### src/rtl/hazard_scheduler_pkg.sv
// Shared definitions for the ID/EXE/MEM hazard scheduler and the
// forwarding decoder that consumes its dependency vector.
package hazard_scheduler_pkg;

  localparam int REG_AW  = 5;
  localparam int DEPEN_W = 4;

  // Bit positions inside the depen vector
  localparam int DEP_RS_EXE = 3;
  localparam int DEP_RT_EXE = 2;
  localparam int DEP_RS_MEM = 1;
  localparam int DEP_RT_MEM = 0;

  // Operand-select encodings used by the forwarding decoder in EXE
  typedef enum logic [1:0] {
    FWD_REG = 2'b00,
    FWD_ALT = 2'b01,
    FWD_EXE = 2'b10,
    FWD_MEM = 2'b11
  } fwd_sel_e;

  // Assemble depen with EXE-over-MEM priority: the youngest producer wins,
  // so a MEM hit is dropped whenever EXE also matches the same operand.
  function automatic logic [DEPEN_W-1:0] make_depen(input logic rs_exe,
                                                    input logic rt_exe,
                                                    input logic rs_mem,
                                                    input logic rt_mem);
    logic [DEPEN_W-1:0] d;
    d             = '0;
    d[DEP_RS_EXE] = rs_exe;
    d[DEP_RT_EXE] = rt_exe;
    d[DEP_RS_MEM] = rs_mem & ~rs_exe;
    d[DEP_RT_MEM] = rt_mem & ~rt_exe;
    return d;
  endfunction

endpackage

### src/rtl/hazard_scheduler_reg_hit.sv
// Single operand-vs-producer comparator. Register 0 is hard-wired to zero,
// so a producer targeting it never creates a dependency.
module reg_hit #(
  parameter int AW = 5
) (
  input  logic          valid_i,
  input  logic          use_i,
  input  logic          wreg_i,
  input  logic [AW-1:0] rd_i,
  input  logic [AW-1:0] src_i,
  output logic          hit_o
);

  assign hit_o = valid_i & use_i & wreg_i & (rd_i != '0) & (rd_i == src_i);

endmodule

### src/rtl/hazard_scheduler.sv
// Hazard scheduler: shadows the destination registers in flight in EXE and
// MEM, produces the registered depen vector for EXE forwarding, a
// combinational load-use stall, and a saturating stall-cycle counter.
module hazard_scheduler #(
  parameter int REG_AW = hazard_scheduler_pkg::REG_AW,
  parameter int CNT_W  = 16
) (
  input  logic              clk,
  input  logic              rst,
  input  logic              id_valid,
  input  logic [REG_AW-1:0] id_rs,
  input  logic [REG_AW-1:0] id_rt,
  input  logic              id_use_rs,
  input  logic              id_use_rt,
  input  logic [REG_AW-1:0] id_rd,
  input  logic              id_wreg,
  input  logic              id_m2reg,
  input  logic              flush,
  output logic              stall,
  output logic [3:0]        depen,
  output logic [CNT_W-1:0]  stall_cnt
);
  import hazard_scheduler_pkg::*;

  // EXE and MEM shadows of the instructions ahead of ID
  logic [REG_AW-1:0]  exe_rd_q, exe_rd_d;
  logic               exe_wreg_q, exe_wreg_d;
  logic               exe_m2reg_q, exe_m2reg_d;
  logic [REG_AW-1:0]  mem_rd_q;
  logic               mem_wreg_q;
  logic [3:0]         depen_q, depen_d;
  logic [CNT_W-1:0]   cnt_q, cnt_d;

  logic exe_hit_rs, exe_hit_rt, mem_hit_rs, mem_hit_rt;
  logic stall_c, bubble_c;

  reg_hit #(.AW(REG_AW)) u_exe_rs (
    .valid_i(id_valid), .use_i(id_use_rs), .wreg_i(exe_wreg_q),
    .rd_i(exe_rd_q), .src_i(id_rs), .hit_o(exe_hit_rs)
  );

  reg_hit #(.AW(REG_AW)) u_exe_rt (
    .valid_i(id_valid), .use_i(id_use_rt), .wreg_i(exe_wreg_q),
    .rd_i(exe_rd_q), .src_i(id_rt), .hit_o(exe_hit_rt)
  );

  reg_hit #(.AW(REG_AW)) u_mem_rs (
    .valid_i(id_valid), .use_i(id_use_rs), .wreg_i(mem_wreg_q),
    .rd_i(mem_rd_q), .src_i(id_rs), .hit_o(mem_hit_rs)
  );

  reg_hit #(.AW(REG_AW)) u_mem_rt (
    .valid_i(id_valid), .use_i(id_use_rt), .wreg_i(mem_wreg_q),
    .rd_i(mem_rd_q), .src_i(id_rt), .hit_o(mem_hit_rt)
  );

  // A load in EXE cannot forward yet; a taken branch kills the consumer anyway
  assign stall_c  = exe_m2reg_q & (exe_hit_rs | exe_hit_rt) & ~flush;
  assign bubble_c = stall_c | flush | ~id_valid;

  // Next EXE shadow, depen and counter values
  always_comb begin
    exe_rd_d    = id_rd;
    exe_wreg_d  = id_wreg;
    exe_m2reg_d = id_m2reg;
    depen_d     = make_depen(exe_hit_rs, exe_hit_rt, mem_hit_rs, mem_hit_rt);
    cnt_d       = cnt_q;
    if (bubble_c) begin
      exe_rd_d    = '0;
      exe_wreg_d  = 1'b0;
      exe_m2reg_d = 1'b0;
      depen_d     = '0;
    end
    if (stall_c && (cnt_q != '1)) begin
      cnt_d = cnt_q + 1'b1;
    end
  end

  // Advance the shadows one stage per edge; reset clears every in-flight hit
  always_ff @(posedge clk) begin
    if (rst) begin
      exe_rd_q    <= '0;
      exe_wreg_q  <= 1'b0;
      exe_m2reg_q <= 1'b0;
      mem_rd_q    <= '0;
      mem_wreg_q  <= 1'b0;
      depen_q     <= '0;
      cnt_q       <= '0;
    end else begin
      mem_rd_q    <= exe_rd_q;
      mem_wreg_q  <= exe_wreg_q;
      exe_rd_q    <= exe_rd_d;
      exe_wreg_q  <= exe_wreg_d;
      exe_m2reg_q <= exe_m2reg_d;
      depen_q     <= depen_d;
      cnt_q       <= cnt_d;
    end
  end

  assign stall     = stall_c;
  assign depen     = depen_q;
  assign stall_cnt = cnt_q;

endmodule

### config.mk
export PLATFORM = sky130hd
export DESIGN_NAME = hazard_scheduler
export DESIGN_NICKNAME = d
export VERILOG_FILES = /design/src/rtl/hazard_scheduler_pkg.sv /design/src/rtl/hazard_scheduler_reg_hit.sv /design/src/rtl/hazard_scheduler.sv
export SDC_FILE = /design/constraint.sdc
export NUM_CORES = 1
export LEC_CHECK = 0
export CAP_MARGIN = 30
export CORE_UTILIZATION = 45
export DETAILED_ROUTE_END_ITERATION = 12
export PLACE_DENSITY = 0.88
export SLEW_MARGIN = 20
export SYNTH_ARGS = -nofsm -noshare
export SYNTH_HDL_FRONTEND = slang
export SYNTH_HIERARCHICAL = 1
export SYNTH_SLANG_ARGS = --single-unit
### constraint.sdc
create_clock -name clk -period 6.3 [get_ports clk]
set_input_delay 0.63 -clock clk [delete_from_list [all_inputs] [get_ports clk]]
set_output_delay 0.63 -clock clk [all_outputs]
set_load 0.02 [all_outputs]
==> flow_summary.yaml <==
yosys:
  synthTopCellsByCount: "dfxtp_1, xnor2_1, a21oi_1, or4_1, nand4_1"
  yosysMostFrequentCell: "dfxtp_1"
  synth_top_cell_by_area: "dfxtp_1"
  synth_fp_nets: 204
  yosys.cell_types.count: 31
  ys_ff_latch: 33
  seq_area_frac_synth_pct: 41.2
  yosys.area.top_type_share_pct: 41.2
  avgSynthCellArea_um2: 8.90
  synth_edf_count: 0
  yosysWarnings: 6
  synthesis.area_mm2: 0.00160
  synthCells: 180
  synthTopCellsByArea: "dfxtp_1, xnor2_1, or4_1"
  synth_flop_cell: "dfxtp_1"
  async_reset_ff_share_pct: 0
detailed_routing:
  avgViaCountPerCell: 5.54
  vias: 1497
  drc: 0
  drt_iter0_drc: 57
  firstDrtPassIters: 4
  antenna_left: 0
  wl_per_cell_um: 13.7
  wirelength_um: 3710
run_status:
  status: "finished, final reports clean"
clocking:
  hold_buffers: 0
  clk_pin_slew_worst_paths_ns: 0.11
  cts_resized: 0
  cts_made_buffers: 5
  clock_latency_ns: 0.34
  cts_sinks: 33
  h-tree-depth: 2
  post_cts_buffers: 0
  cts_max_path_buffers: 2
  cts_tree: "built"
  root_buffer: "clkbuf_4"
floorplan:
  core_mm2: 0.00336
  row_count: 21
  fp.dieW_um: 61.7
  io_pins: 44
  die_height_um: 61.7
  die_area_mm2: 0.00380
  initial_core_util_pct: 47.7
finish:
  nFillCells: 318
  area_growth_pct: 35.2
  seq_area_um2: 661
  multi_input_area_um2: 897
  n_antenna_cell: 0
  final_area_mm2: 0.00217
  final_core_util_pct: 64.4
  nets: 247
  drive_gt1_share_pct: 7.14
placed_design:
  routabilityCongestion: 0.912
  port_buffers: 43
  dp.final_hpwl_um: 2720
  placed_area_mm2: 0.00206
sta:
  clock_skew_ns: 0.0104
  report.final.slew_viol_count: 0
  timing.fmax_mhz: 269
  slew_headroom_pct: 38.7
  worstMarginPinSlew_ns: 0.916
  rsz0062_at_grt: "false"
  period_minus_slack_ns: 3.72
  tns_ns: 0
  post-route-period-util_pct: 59.1
  finalHoldViolCount: 0
  setup_viol: 0
  fin_worst_hold_slack_ns: 0.509
power:
  power.total_mw: 0.444
  peakVddDrop_uv: 139
  cellPowerDensity_mw_per_mm2: 205
  leakagePower_nw: 0.699
worst_setup_path:
  cp.arrival_ns: 3.09
  worstSetupStartpointType: "input port"
  crit_type: "in -> out"
  cp_common_cell: "clkdlybuf4s50_1"
  path_buf_inv: 3
  critPathCaptureType: "primary output"
  critical_path.cell_chain: "clkdlybuf4s50_1 > xnor2_1 > nand4_1 > nor3_1 > o21ai_2 > or2_2 > inv_1 > clkdlybuf4s50_1"
  slowest_stage: "clkdlybuf4s50_1"
  cpPeakStageDelay_ns: 0.63
  required_ns: 5.67
  path_max_fanout: 12
  path_delay_family: "buffers and inverters"
grt:
  antenna_found_initial: 0
  overflow: 0
  grt_pass1_wl_um: 5820
  grt_max_degree: 27
  grt_use_total_pct: 21.5
  first_global_vias: 1323
min_path:
  holdCritPathClass: "reg -> reg"
job:
  maxCapViolations: 0
## stage by stage
stage	setup slack (ns)	std cells
2_1_floorplan	3.77	180
5_1_grt	2.47	270
3_3_place_gp	2.77	262
3_5_place_dp	2.61	262
4_1_cts	2.61	270
6_report	2.58	270
## layout by cell type, fill, tap and decap left out
cell	instances
a21oi_1	13
and2_1	9
and3_1	1
and3b_1	1
and3b_2	1
and4_1	1
buf_4	1
bufinv_16	2
clkbuf_4	5
clkdlybuf4s50_1	43
clkinv_2	1
dfxtp_1	33
ha_1	1
inv_1	3
mux2_2	3
nand2_1	6
nand2b_1	1
nand3_1	5
nand3b_1	1
nand4_1	12
nand4b_1	1
nor2_1	10
nor2b_1	9
nor3_1	5
nor4_1	3
nor4_2	1
o21ai_0	4
o21ai_2	1
o31ai_1	7
o41ai_1	1
or2_2	1
or3_1	5
or4_1	13
xnor2_1	20
## layer usage
| layer | part of all wire (%) | vias up | track usage (%) |
|---|---|---|---|
| li1 | - | 747 | - |
| met1 | 43 | 702 | 24.6 |
| met2 | 50 | 43 | 36.4 |
| met3 | 5.0 | 5 | 5.67 |
| met4 | 1.8 | 0 | 11.4 |
| met5 | 0 | - | 0 |
## worst paths after layout
| check | start | to | slack [ns] | cells past startpoint |
|---|---|---|---|---|
| hold reg to reg | exe_wreg_q | mem_wreg_q | 0.51 | 1 |
| setup / recovery | id_rs[0] | stall | 2.58 | 8 |
| setup reg to reg | exe_rd_q[0] | stall_cnt[9] | 3.65 | 7 |
| hold / removal | exe_wreg_q | mem_wreg_q | 0.51 | 1 |
## state kept, by name (all words and copies together), names as in the netlist
signal       flops
exe_wreg_q       1
mem_rd_q         5
depen            4
exe_m2reg_q      1
stall_cnt       16
exe_rd_q         5
mem_wreg_q       1
## layout make-up
cell class                      instances  share of cell area, %
Multi-Input combinational cell        136                   41.4
Tap cell                               46                   2.66
Inverter                                3                  0.520
Clock buffer                            5                   1.73
Timing Repair Buffer                   44                   20.2
Sequential cell                        33                   30.5
Clock inverter                          3                   3.00
## kinds of logic (layout without fill, tap and decap cells)
family	Yosys count	after routing	synth area share (%)
AO/OA/AOI/OAI	26	26	9.68
adder cells (fa/ha/maj)	1	1	0.781
XOR/XNOR	20	20	10.9
AND/OR/NAND/NOR	86	86	32.5
buffers and inverters	11	55	2.81
flip-flops	33	33	41.2
multiplexers	3	3	2.11
## power breakdown
part / total [mW] / internal [mW] / switching (mW)
Clock: 0.197 / 0.123 / 0.0747
Sequential: 0.213 / 0.210 / 0.00239
Combinational: 0.0334 / 0.0207 / 0.0127
Total: 0.444 / 0.354 / 0.0898
No activity file was read; power rests on OpenSTA's default activity.
